File: src/rtl/srca_pkg.sv
// Shared cell models and cell-placement helpers for the segmented ripple-carry adder.
// Full-adder functions return {co, s}.
package srca_pkg;

    typedef enum logic {
        CELL_EXACT = 1'b0,
        CELL_APX   = 1'b1
    } cell_t;

    function automatic logic maj(input logic x, input logic y, input logic z);
        return (x & y) | (x & z) | (y & z);
    endfunction

    function automatic logic [1:0] fa_exact(input logic x, input logic y, input logic ci);
        return {maj(x, y, ci), x ^ y ^ ci};
    endfunction

    // Carry stays exact; the sum is only wrong when x == y == ci.
    function automatic logic [1:0] fa_apx(input logic x, input logic y, input logic ci);
        logic co;
        co = maj(x, y, ci);
        return {co, ~co};
    endfunction

    function automatic logic is_apx_cell(input int unsigned i, input int unsigned blk,
                                         input int unsigned apx);
        return (i % blk) < apx;
    endfunction

    function automatic cell_t cell_kind(input int unsigned i, input int unsigned blk,
                                        input int unsigned apx);
        return is_apx_cell(i, blk, apx) ? CELL_APX : CELL_EXACT;
    endfunction

endpackage

File: src/rtl/srca_seg.sv
// Combinational ripple segment of BPS blocks of BLK cells each; the low APX cells of
// every block switch to the approximate adder while approx_en is high.
module srca_seg
    import srca_pkg::*;
#(
    parameter int unsigned BLK = 2,
    parameter int unsigned APX = 1,
    parameter int unsigned BPS = 1
) (
    input  logic [BPS*BLK-1:0] a,
    input  logic [BPS*BLK-1:0] b,
    input  logic               ci,
    input  logic               approx_en,
    output logic [BPS*BLK-1:0] s,
    output logic               co
);

    localparam int unsigned N = BPS * BLK;

    logic [N:0] c;

    assign c[0] = ci;

    // Segments always start on a block boundary, so the local index gives the block position.
    for (genvar i = 0; i < N; i++) begin : g_cell
        localparam cell_t KIND = cell_kind(i, BLK, APX);
        logic [1:0] r;

        if (KIND == CELL_APX) begin : g_apx
            assign r = approx_en ? fa_apx(a[i], b[i], c[i]) : fa_exact(a[i], b[i], c[i]);
        end else begin : g_exact
            assign r = fa_exact(a[i], b[i], c[i]);
        end

        assign c[i+1] = r[1];
        assign s[i]   = r[0];
    end

    assign co = c[N];

endmodule

File: src/rtl/srca_pipe.sv
// Pipelined segmented ripple-carry adder: STAGES register stages, each resolving one carry
// segment, with a single global stall driven by the output handshake.
module srca_pipe
    import srca_pkg::*;
#(
    parameter int unsigned WIDTH  = 16,
    parameter int unsigned BLK    = 2,
    parameter int unsigned APX    = 1,
    parameter int unsigned STAGES = 2
) (
    input  logic             clk,
    input  logic             rst_n,
    input  logic             in_valid,
    output logic             in_ready,
    input  logic [WIDTH-1:0] a,
    input  logic [WIDTH-1:0] b,
    input  logic             cin,
    input  logic             approx_en,
    output logic             out_valid,
    input  logic             out_ready,
    output logic [WIDTH-1:0] sum,
    output logic             cout,
    output logic             out_apx
);

    localparam int unsigned NBLK = WIDTH / BLK;
    localparam int unsigned BPS  = NBLK / STAGES;
    localparam int unsigned SEGW = BPS * BLK;

    if (STAGES == 0 || (WIDTH % BLK) != 0 || APX > BLK || STAGES > NBLK ||
        (NBLK % STAGES) != 0) begin : g_bad_params
        $error("srca_pipe: illegal WIDTH/BLK/APX/STAGES combination");
    end

    logic adv;

    for (genvar k = 0; k < STAGES; k++) begin : stg
        localparam int unsigned LOW = (k + 1) * SEGW;
        localparam int unsigned REM = WIDTH - LOW;

        logic [SEGW-1:0] seg_a;
        logic [SEGW-1:0] seg_b;
        logic [SEGW-1:0] seg_s;
        logic            seg_ci;
        logic            seg_co;
        logic            seg_apx;
        logic            v_in;
        logic [LOW-1:0]  sum_next;
        logic [LOW-1:0]  sum_q;
        logic            v_q;
        logic            co_q;
        logic            apx_q;

        if (k == 0) begin : g_src
            assign seg_a    = a[SEGW-1:0];
            assign seg_b    = b[SEGW-1:0];
            assign seg_ci   = cin;
            assign seg_apx  = approx_en;
            assign v_in     = in_valid;
            assign sum_next = seg_s;
        end else begin : g_src
            assign seg_a    = stg[k-1].g_ops.a_q[SEGW-1:0];
            assign seg_b    = stg[k-1].g_ops.b_q[SEGW-1:0];
            assign seg_ci   = stg[k-1].co_q;
            assign seg_apx  = stg[k-1].apx_q;
            assign v_in     = stg[k-1].v_q;
            assign sum_next = {seg_s, stg[k-1].sum_q};
        end

        srca_seg #(
            .BLK(BLK),
            .APX(APX),
            .BPS(BPS)
        ) u_seg (
            .a        (seg_a),
            .b        (seg_b),
            .ci       (seg_ci),
            .approx_en(seg_apx),
            .s        (seg_s),
            .co       (seg_co)
        );

        always_ff @(posedge clk or negedge rst_n) begin
            if (!rst_n) begin
                v_q <= 1'b0;
            end else if (adv) begin
                v_q <= v_in;
            end
        end

        // Datapath loads only with a valid transaction so outputs hold across bubbles.
        always_ff @(posedge clk or negedge rst_n) begin
            if (!rst_n) begin
                sum_q <= '0;
                co_q  <= 1'b0;
                apx_q <= 1'b0;
            end else if (adv && v_in) begin
                sum_q <= sum_next;
                co_q  <= seg_co;
                apx_q <= seg_apx;
            end
        end

        if (k < STAGES - 1) begin : g_ops
            logic [REM-1:0] fwd_a;
            logic [REM-1:0] fwd_b;
            logic [REM-1:0] a_q;
            logic [REM-1:0] b_q;

            if (k == 0) begin : g_fwd
                assign fwd_a = a[WIDTH-1:LOW];
                assign fwd_b = b[WIDTH-1:LOW];
            end else begin : g_fwd
                assign fwd_a = stg[k-1].g_ops.a_q[REM+SEGW-1:SEGW];
                assign fwd_b = stg[k-1].g_ops.b_q[REM+SEGW-1:SEGW];
            end

            always_ff @(posedge clk or negedge rst_n) begin
                if (!rst_n) begin
                    a_q <= '0;
                    b_q <= '0;
                end else if (adv && v_in) begin
                    a_q <= fwd_a;
                    b_q <= fwd_b;
                end
            end
        end
    end

    assign in_ready  = ~stg[STAGES-1].v_q | out_ready;
    assign adv       = in_ready;
    assign out_valid = stg[STAGES-1].v_q;
    assign sum       = stg[STAGES-1].sum_q;
    assign cout      = stg[STAGES-1].co_q;
    assign out_apx   = stg[STAGES-1].apx_q;

endmodule
File: config.mk
export PLATFORM = sky130hd
export DESIGN_NAME = srca_pipe
export DESIGN_NICKNAME = d
export VERILOG_FILES = /design/src/rtl/srca_pkg.sv /design/src/rtl/srca_seg.sv /design/src/rtl/srca_pipe.sv
export SDC_FILE = /design/constraint.sdc
export NUM_CORES = 1
export LEC_CHECK = 0
export ABC_AREA = 1
export CAP_MARGIN = 20
export CORE_ASPECT_RATIO = 0.6
export CORE_MARGIN = 3
export CORE_UTILIZATION = 34
export CTS_CLUSTER_DIAMETER = 60
export CTS_CLUSTER_SIZE = 28
export DETAILED_ROUTE_END_ITERATION = 6
export GPL_TIMING_DRIVEN = 0
export SYNTH_ARGS = -nofsm -noshare
export SYNTH_HDL_FRONTEND = slang
export SYNTH_SLANG_ARGS = --single-unit
File: constraint.sdc
create_clock -name clk -period 5.2 [get_ports clk]
set_input_delay 1.3 -clock clk [delete_from_list [all_inputs] [get_ports clk]]
set_output_delay 1.3 -clock clk [all_outputs]
set_load 0.05 [all_outputs]
# Word level (Yosys, flattened, before mapping)
# Cells that the tools add are included.
[word_totals] out_inout_bits=20 regBits=46 input_bits=38 elab_cells=142
[op_classes] n_reduce_logical=2 bitwise_logic=122 n_mux=8
[op_table] operator="1-bit AND" n=48
[op_table] operator="1-bit OR" n=33
[op_table] operator="1-bit XOR" n=32
[op_table] operator="1-bit NOT" n=9
[op_table] operator="1-bit two-way mux" n=8
[op_table] operator="1-bit logical AND" n=2

# Depth between registers and ports, before layout
# Gate-level depths: netlist of run 1.
[depth] depth_word=24 ltp_mapped=14 ltp_nobuf=14

# Modules after synthesis
# From an unflattened synthesis of run 1, not the netlist that was laid out.
[hier_totals] cells_unflattened=260 hier_area_um2=2334.7
[modules_own_cells] mod="srca_pipe" cells_per_inst=198 instances=1 seq_area_each_um2=1151.1 area_per_inst_um2=1839.3
[modules_own_cells] mod="srca_seg" cells_per_inst=31 instances=2 seq_area_each_um2=0.0 area_per_inst_um2=247.7

# Worst setup path before layout of run 1
# OpenSTA, ideal clock, no wires.
[synth_timing] kind="input to register" startpoint="input a[0]" endpoint="register stg[0].sum_q[7]" setup_ns=0.065 n_path_buf=0 t_arrival_ns=4.551 path_stages=13 slack_ns=0.584 required_ns=5.135 cell_sequence="inv_1 > fa_1 > inv_1 > fa_1 > fa_1 > fa_1 > fa_1 > fa_1 > fa_1 > inv_1 > fa_1 > nand3b_1 > nand2_1"
[synth_via] elab_chain_cells=22 elab_cells_between_ends=29 classes_between="29 x bitwise"
[synth_rtl] item="start: declaration" line_no="srca_pipe.sv:15" text="input logic [WIDTH-1:0] a,"
[synth_rtl] item="1-bit AND" line_no="srca_pkg.sv:11" text="return (x & y) | (x & z) | (y & z);"
[synth_rtl] item="1-bit OR (*) (2 in a row)" line_no="srca_pkg.sv:11"
[synth_rtl] item="1-bit AND" line_no="srca_pkg.sv:11"
[synth_rtl] item="1-bit OR" line_no="srca_pkg.sv:11"
[synth_rtl] item="1-bit OR (*)" line_no="srca_pkg.sv:11"
[synth_rtl] item="1-bit AND" line_no="srca_pkg.sv:11"
[synth_rtl] item="1-bit OR" line_no="srca_pkg.sv:11"
[synth_rtl] item="1-bit OR (*)" line_no="srca_pkg.sv:11"
[synth_rtl] item="(+5 left out)"
[synth_rtl] item="1-bit OR (*)" line_no="srca_pkg.sv:11"
[synth_rtl] item="1-bit AND" line_no="srca_pkg.sv:11"
[synth_rtl] item="1-bit OR" line_no="srca_pkg.sv:11"
[synth_rtl] item="1-bit OR (*)" line_no="srca_pkg.sv:11"
[synth_rtl] item="1-bit AND" line_no="srca_pkg.sv:11"
[synth_rtl] item="1-bit OR" line_no="srca_pkg.sv:11"
[synth_rtl] item="1-bit OR (*)" line_no="srca_pkg.sv:11"
[synth_rtl] item="1-bit XOR (*)" line_no="srca_pkg.sv:15" text="return {maj(x, y, ci), x ^ y ^ ci};"
[synth_rtl] item="end signal: assignment" line_no="srca_pipe.sv:98" text="sum_q <= sum_next;"
[synth_rtl] item="end: declaration" line_no="srca_pipe.sv:49" text="logic [LOW-1:0] sum_q;"
# Mark *: on every way between the ends. The rest lies on a longest branch, timed or not.
# A chain may end at the register's enable or synchronous reset.

# Final worst setup path of run 1
[layout_timing] startpoint="input b[0]" endpoint="register stg[0].sum_q[7]"
[layout_via] elab_chain_cells=22 elab_cells_between_ends=29 classes_between="29 x bitwise"
[layout_rtl] item="start: declaration" line_no="srca_pipe.sv:16" text="input logic [WIDTH-1:0] b,"
[layout_rtl] item="1-bit AND" line_no="srca_pkg.sv:11"
[layout_rtl] item="1-bit OR" line_no="srca_pkg.sv:11"
[layout_rtl] item="1-bit OR (*)" line_no="srca_pkg.sv:11"
[layout_rtl] item="1-bit AND" line_no="srca_pkg.sv:11"
[layout_rtl] item="1-bit OR" line_no="srca_pkg.sv:11"
[layout_rtl] item="1-bit OR (*)" line_no="srca_pkg.sv:11"
[layout_rtl] item="1-bit AND" line_no="srca_pkg.sv:11"
[layout_rtl] item="1-bit OR" line_no="srca_pkg.sv:11"
[layout_rtl] item="(+6 left out)"
[layout_rtl] item="1-bit OR (*)" line_no="srca_pkg.sv:11"
[layout_rtl] item="1-bit AND" line_no="srca_pkg.sv:11"
[layout_rtl] item="1-bit OR" line_no="srca_pkg.sv:11"
[layout_rtl] item="1-bit OR (*)" line_no="srca_pkg.sv:11"
[layout_rtl] item="1-bit AND" line_no="srca_pkg.sv:11"
[layout_rtl] item="1-bit OR" line_no="srca_pkg.sv:11"
[layout_rtl] item="1-bit OR (*)" line_no="srca_pkg.sv:11"
[layout_rtl] item="1-bit XOR (*)" line_no="srca_pkg.sv:15"
# Marked as above.

==> results.cfg, run 1 <==
[power_and_ir_drop]
powerDensity_nw_per_um2 = 455
power_frac_seq = 0.358
switchingPower_uw = 574
p_leak_uw = 0.00160
power_uw = 1430
vdd_ir_drop_max_mv = 0.290
p_sw_frac = 0.401
p_clk_frac = 0.227
p_int_uw = 857
combPwrFrac = 0.415

[logic_synthesis]
synth_top_family_by_area = simple AND/OR/NAND/NOR gates
syn_inst = 259
synth_compound_area_frac = 0.0108
yosysTopAreaCellShare = 0.498
ys_types = 13
yosysWarnings = 0
avgSynthCellArea_um2 = 8.92
yosys.area_share.simple = 0.280
yosys.area_share.adder = 0.139
synth-seq-cells = 46
synth_area_um2 = 2310
yosys.area.top_type = dfrtp_1
synth_area_leaders = dfrtp_1, nand2_1, fa_1, nand3_1, inv_1
ys_seq_area_frac = 0.498
muxShareOfSynthArea = 0
synth_nets = 313
synth_xor_area_frac = 0

[timing]
rsz0062_at_grt = false
finalSetupViolCount = 0
max-slew-margin-rel = 0.666
min_period_ns = 4.99
setup_slack_ns = 0.209
fin_crit_sh = 0.960
worst_hold_slack_ns = 0.473
drv_slew = 0
finClkSkew_ns = 0.00668
finalHoldViolCount = 0
worstMarginPinSlew_ns = 0.499
max_freq_mhz = 200

[clock_network]
clk_latency_ns = 0.29
cts_buffer_depth = 2
cts_sinks = 46
hold_buffers = 0
cts_resized = 0
clockRootBuffer = clkbuf_16
cts_tree = yes
cts_setup_buffers = 0
path_clk_slew_ns = 0.06
cts_buffers = 5
cts_max_level = 2

[critical_path]
cp-start-kind = input port
rr_endpoint = sum[15]
worst-path-max-fanout = 2
cp_data_arrival_time_ns = 5.22
required_ns = 5.43
path_class = in -> reg
reg2reg_depth = 13
r2r-start = stg[0].co_q
worstSetupEndpointType = register
r2r_slack_ns = 1.28

[hold_path]
min_delay_path_depth = 2
whs_endpoint = stg[0].g_ops.b_q[0]
hp-class = reg -> reg
min_from = stg[0].g_ops.b_q[0]

[floorplanning]
rows = 22
initial_core_util = 0.365
die_y_um = 69.9
fp.dieArea_um2 = 7850
pin_count = 58
core_um2 = 6330
die_width_um = 112

[cells_and_area]
antenna_cells = 0
final_nets = 377
drive_above_1_share = 0.0772
ff_latch_area_um2 = 1150
multi_input_area_um2 = 993
final_cell_mix = nand2_1, clkdlybuf4s50_1, dfrtp_1
stdcell_count = 408
num-fill-cells = 621
area_growth_pct = 36.0
design_area_um2 = 3140
final_common_cell = nand2_1

[status]
run_status = finished, final reports clean

[run]
drv_cap = 0

[route]
routed_via_density = 4.36
route.antenna.remaining_nets = 0
wire_per_inst_um = 13.1
drcViolationCount = 0
vias = 1780
first_pass_iters = 4
totalWireLength_um = 5330
drt_iter0_drc = 75

[place]
dpl.cell_count = 400
gp_routability_congestion = 0.762
pre_cts_ws_ns = -0.0692
place_hpwl_um = 4230
detailed_place.area_um2 = 2990
numPortBuffers = 56

[global_route]
grt_pass1_wl_um = 8740
gr-total-overflow = 0
grt_max_degree = 36
track_usage = 0.141
antenna_found_initial = 0
grt_pass1_vias = 1772
synth_stat cells, drive strengths merged:
library cell / count
buf: 12
clkbuf: 1
nand3b: 4
nand2: 120
inv: 23
o21ai: 3
a21oi: 2
nand3: 32
fa: 16
dfrtp: 46
critical path, stage by stage:
cell and delay [ns]:
clkdlybuf4s50_1 0.40, inv_1 0.08, fa_1 0.19, inv_1 0.06, fa_1 0.37, fa_1 0.45, fa_1 0.40, fa_1 0.41
fa_1 0.40, fa_1 0.37, inv_1 0.12, fa_1 0.42, nand3b_1 0.17, nand2_1 0.07
worst max-delay path by stage:
stage	from	slack (ns)	cells past startpoint	endpoint
after floorplan	a[0]	0.58	13	stg[0].sum_q[7]
after global placement	a[0]	-0.03	14	stg[0].sum_q[7]
after detailed placement	b[0]	-0.07	14	stg[0].sum_q[7]
after CTS	b[0]	0.23	14	stg[0].sum_q[7]
after global routing	a[0]	0.07	14	stg[0].sum_q[7]
final	b[0]	0.21	14	stg[0].sum_q[7]
registers in the layout (all words and copies together), names as in the netlist:
register       cells
cout               1
out_apx            1
out_valid          1
stg.apx_q          1
stg.co_q           1
stg.g_ops.a_q      8
stg.g_ops.b_q      8
stg.sum_q          8
stg.v_q            1
sum               16
final cells by class:
class,instances,share of cell area
Multi-Input combinational cell,177,0.316
Sequential cell,46,0.366
Inverter,23,0.0275
Buffer,13,0.0255
Clock buffer,6,0.0442
Timing Repair Buffer,57,0.183
Tap cell,84,0.0334
Clock inverter,2,0.00398
cell families (layout without fill, tap and decap cells):
logic type | after synthesis | after routing
AO/OA/AOI/OAI | 5 | 5
buffers and inverters | 36 | 101
adder cells (fa/ha/maj) | 16 | 16
AND/OR/NAND/NOR | 156 | 156
flip-flops | 46 | 46
routing by layer:
layer / wire (um) / GRT usage
met3: 364 / 0.0372
met2: 1970 / 0.185
met1: 2950 / 0.224
met4: 46 / 0.0387
met5: 0 / 0
stage by stage:
step                       util  setup TNS, ns
final                     0.496              0
after detailed placement  0.473        -0.0692
after global placement    0.470        -0.0302
after global routing      0.496              0
after CTS                 0.496              0
after floorplan               -              0
power groups by stage:
stage               combinational [uW]  clock [uW]  sequential, uW
CTS                                601         331             512
floorplan                          182           0             708
finish                             594         326             512
global placement                   590           0             518
global route                       647         345             525
detailed placement                 600           0             519
Note: power is estimated with default switching activity, not from simulation.
==> run 2, diff against run 1 <==
--- a/config.mk
+++ b/config.mk
@@ -9,7 +9,7 @@
 export CAP_MARGIN = 20
 export CORE_ASPECT_RATIO = 0.6
 export CORE_MARGIN = 3
-export CORE_UTILIZATION = 34
+export CORE_UTILIZATION = 35
 export CTS_CLUSTER_DIAMETER = 60
 export CTS_CLUSTER_SIZE = 28
 export DETAILED_ROUTE_END_ITERATION = 6
==> results.cfg, run 2 (same netlist as run 1, synthesis figures left out) <==
[status]
run_status = finished, final reports clean

[critical_path]
worstSetupEndpointType = register
r2r_slack_ns = 1.28
required_ns = 5.45
cp_data_arrival_time_ns = 5.18
path_class = in -> reg
worst-path-max-fanout = 2
cp-startpoint = b[0]
cp-start-kind = input port
r2r-start = stg[0].co_q

[clock_network]
cts_sinks = 46
hold_buffers = 0
cts_buffer_depth = 2
cts_tree = yes
clockRootBuffer = clkbuf_8
cts_max_level = 2
cts_resized = 0
cts_buffers = 5
cts_setup_buffers = 0
path_clk_slew_ns = 0.09
clk_latency_ns = 0.30

[power_and_ir_drop]
power_uw = 1320
switchingPower_uw = 562
p_clk_frac = 0.165
p_sw_frac = 0.425
combPwrFrac = 0.448
p_leak_uw = 0.00157
powerDensity_nw_per_um2 = 430
p_int_uw = 761
vdd_ir_drop_max_mv = 0.283
power_frac_seq = 0.387

[cells_and_area]
design_area_um2 = 3080
final_common_cell = nand2_1
final_cell_mix = nand2_1, clkdlybuf4s50_1, dfrtp_1
area_growth_pct = 33.2
largest_reg_flops = 16
final_util = 0.493
final_nets = 377
antenna_cells = 0
stdcell_count = 408
multi_input_area_um2 = 993
num-fill-cells = 645
drive_above_1_share = 0.0741
ff_latch_area_um2 = 1150

[global_route]
grt_pass1_wl_um = 8700
antenna_found_initial = 0
gr-total-overflow = 0
track_usage = 0.150
grt_pass1_vias = 1749
grt_max_degree = 30

[timing]
min_period_ns = 4.93
rsz0062_at_grt = false
finalHoldViolCount = 0
max-slew-margin-rel = 0.666
finalSetupViolCount = 0
finClkSkew_ns = 0.0117
max_freq_mhz = 203
worstMarginPinSlew_ns = 0.499
drv_slew = 0
fin_crit_sh = 0.948

[floorplanning]
fp.dieArea_um2 = 7650
core_um2 = 6250
pin_count = 58
initial_core_util = 0.370
die_y_um = 68.9
die_width_um = 111
rows = 22

[route]
totalWireLength_um = 5260
first_pass_iters = 4
drcViolationCount = 0
routed_via_density = 4.33
vias = 1765
drt_iter0_drc = 52
route.antenna.remaining_nets = 0
wire_per_inst_um = 12.9

[run]
drv_cap = 0

[place]
place_hpwl_um = 4210
numPortBuffers = 56
gp_routability_congestion = 0.773
detailed_place.area_um2 = 2990
dpl.cell_count = 400

[hold_path]
min_from = sum[5]
hp-class = reg -> reg
## run 2: path summary, 6_finish.rpt
path                                    to  depth (start not counted)
max                        stg[0].sum_q[7]                         14
min                                 sum[5]                          2
max reg2reg                        sum[15]                         13
min in group asynchronous           sum[5]                          1
min reg2reg                         sum[5]                          2
max in group asynchronous  stg[0].sum_q[1]                          2
## run 2: metrics by stage
stage / setup slack [ns] / TNS, ns / hold WS (ns)
finish: 0.268 / 0 / 0.477
CTS: 0.258 / 0 / 0.485
detailed placement: -0.0611 / -0.0611 / 0.462
global placement: -0.0371 / -0.0371 / 0.453
global route: 0.0792 / 0 / 0.505
floorplan: 0.584 / 0 / 0.442
## run 2: power groups by stage
stage / logic [uW] / registers, uW / clock network, uW
after floorplan: 182 / 708 / 0
after global placement: 590 / 517 / 0
after detailed placement: 599 / 520 / 0
after CTS: 600 / 513 / 224
after global routing: 647 / 524 / 239
final: 593 / 512 / 219
## run 2: critical path, cell delays in order
cell             delay [ns]
clkdlybuf4s50_1        0.40
inv_1                  0.07
fa_1                   0.20
inv_1                  0.06
fa_1                   0.37
fa_1                   0.45
fa_1                   0.40
fa_1                   0.41
fa_1                   0.39
fa_1                   0.36
inv_1                  0.12
fa_1                   0.43
nand3b_1               0.16
nand2_1                0.06
## run 2: layout make-up
cell class / count / area share
multi-input cells: 177 / 0.323
flip-flops and latches: 46 / 0.374
inverters: 23 / 0.0280
plain buffers: 13 / 0.0260
repair buffers: 57 / 0.187
clock buffers: 6 / 0.0236
clock inverters: 2 / 0.00447
well taps: 84 / 0.0341
## run 2: routing by layer
| metal | routed length (um) | vias up | track usage |
|---|---|---|---|
| met4 | 44 | 0 | 0.0369 |
| met1 | 2910 | 780 | 0.225 |
| met2 | 1940 | 55 | 0.215 |
| li1 | - | 924 | - |
| met3 | 368 | 6 | 0.0392 |
| met5 | 0 | - | 0 |
==> run 3, diff against run 2 <==
--- a/config.mk
+++ b/config.mk
@@ -8,12 +8,12 @@
 export ABC_AREA = 1
 export CAP_MARGIN = 20
 export CORE_ASPECT_RATIO = 0.6
-export CORE_MARGIN = 3
 export CORE_UTILIZATION = 35
 export CTS_CLUSTER_DIAMETER = 60
 export CTS_CLUSTER_SIZE = 28
 export DETAILED_ROUTE_END_ITERATION = 6
 export GPL_TIMING_DRIVEN = 0
+export SKIP_CTS_REPAIR_TIMING = 1
 export SYNTH_ARGS = -nofsm -noshare
 export SYNTH_HDL_FRONTEND = slang
 export SYNTH_SLANG_ARGS = --single-unit
==> results.cfg, run 3 (same netlist as run 1, synthesis figures left out) <==
[power_and_ir_drop]
p_leak_uw = 0.00158
switchingPower_uw = 558
vdd_ir_drop_max_mv = 0.261
combPwrFrac = 0.446
p_clk_frac = 0.170
p_sw_frac = 0.419
power_frac_seq = 0.384
powerDensity_nw_per_um2 = 432
p_int_uw = 773

[timing]
setup_slack_ns = 0.259
min_period_ns = 4.94
max-slew-margin-rel = 0.664
finalHoldViolCount = 0
worstMarginPinSlew_ns = 0.503
drv_slew = 0
rsz0062_at_grt = false
finClkSkew_ns = 0.00682
worst_hold_slack_ns = 0.475
fin_crit_sh = 0.950
max_freq_mhz = 202
finalSetupViolCount = 0

[critical_path]
cp-start-kind = input port
rr_endpoint = sum[15]
path_class = in -> reg
worst-path-max-fanout = 2
cp_common_cell = fa_1
worstSetupEndpointType = register
r2r-start = stg[0].co_q
cpPeakStageDelay_ns = 0.45
reg2reg_depth = 13
r2r_slack_ns = 1.29
crit_chain = clkdlybuf4s50_1 > inv_1 > fa_1 > inv_1 > fa_1 > fa_1 > fa_1 > fa_1 > fa_1 > fa_1 > inv_1 > fa_1 > nand3b_1 > nand2_1
crit_family = adder cells
worst-path-buf-inv = 4
cp_data_arrival_time_ns = 5.18
slowest_stage = fa_1
required_ns = 5.44

[hold_path]
whs_endpoint = sum[6]
min_from = sum[6]
min_delay_path_depth = 2
hp-class = reg -> reg

[global_route]
grt_pass1_vias = 1729
antenna_found_initial = 0
track_usage = 0.168
met1_usage = 0.276
gr-total-overflow = 0
grt_pass1_wl_um = 8740
busiest_layer = met1
grt_max_degree = 30
met2_usage = 0.216
use_met3 = 0.0423

[cells_and_area]
final_nets = 377
area_growth_pct = 33.4
ff_latch_area_um2 = 1150
drive_above_1_share = 0.0741
final_common_cell = nand2_1
final_cell_mix = nand2_1, clkdlybuf4s50_1, dfrtp_1
antenna_cells = 0
largest_reg_flops = 16
num-fill-cells = 628
multi_input_area_um2 = 993

[route]
drcViolationCount = 0
wire_per_inst_um = 12.6
first_pass_iters = 4
routed_via_density = 4.33
drt_iter0_drc = 80
route.antenna.remaining_nets = 0
totalWireLength_um = 5140
vias = 1766

[floorplanning]
fp.dieArea_um2 = 6940
die_y_um = 64.9
initial_core_util = 0.370
pin_count = 58
die_width_um = 107
rows = 22
core_um2 = 6250

[place]
numPortBuffers = 56
place_hpwl_um = 4050
pre_cts_ws_ns = -0.0575
gp_routability_congestion = 0.777

[clock_network]
cts_tree = yes
cts_max_level = 2
clockRootBuffer = clkbuf_8
cts_buffers = 5
path_clk_slew_ns = 0.09
clk_latency_ns = 0.30
cts_buffer_depth = 2
cts_sinks = 46

[status]
run_status = finished, final reports clean

[run]
drv_cap = 0
-- run 3: tightest hold or removal path: cells and delay by family, from the launching register on --
| family | cells | cell delay [ns] |
|---|---|---|
| flip-flops | 1 | 0.35 |
| AND/OR/NAND/NOR | 2 | 0.10 |
-- run 3: cell type report --
type	instances	area share
Clock buffer	7	0.0280
Inverter	23	0.0280
Buffer	13	0.0260
Sequential cell	46	0.373
Timing Repair Buffer	57	0.187
Multi-Input combinational cell	177	0.322
Clock inverter	1	0.00162
Tap cell	84	0.0341
-- run 3: power groups by stage --
stage               registers, uW  logic [uW]  clock network [uW]
floorplan                     708         182                   0
global placement              518         588                   0
detailed placement            518         598                   0
CTS                           511         599                 234
global route                  523         649                 248
finish                        511         593                 227
-- run 3: worst max path at each step --
stage | startpoint | endpoint | slack (ns) | depth (start not counted)
2_1_floorplan | a[0] | stg[0].sum_q[7] | 0.58 | 13
3_3_place_gp | a[0] | stg[0].sum_q[7] | -0.03 | 14
3_5_place_dp | b[0] | stg[0].sum_q[7] | -0.06 | 14
4_1_cts | b[0] | stg[0].sum_q[7] | 0.26 | 14
5_1_grt | b[0] | stg[0].sum_q[7] | 0.11 | 14
6_report | b[0] | stg[0].sum_q[7] | 0.26 | 14
-- run 3: through the flow --
step	power (uW)	instances	setup TNS, ns	cell area [um^2]	utilization
after floorplan	890	259	0	2310	-
after global placement	1110	399	-0.0319	2980	0.476
after detailed placement	1120	400	-0.0575	2990	0.479
after CTS	1340	408	0	3080	0.493
after global routing	1420	408	0	3080	0.493
final	1330	408	0	3080	0.493
-- run 3: metal layers --
| metal | wire length, um | vias up |
|---|---|---|
| met1 | 2970 | 794 |
| met4 | 30 | 0 |
| li1 | - | 917 |
| met2 | 1860 | 50 |
| met5 | 0 | - |
| met3 | 283 | 5 |
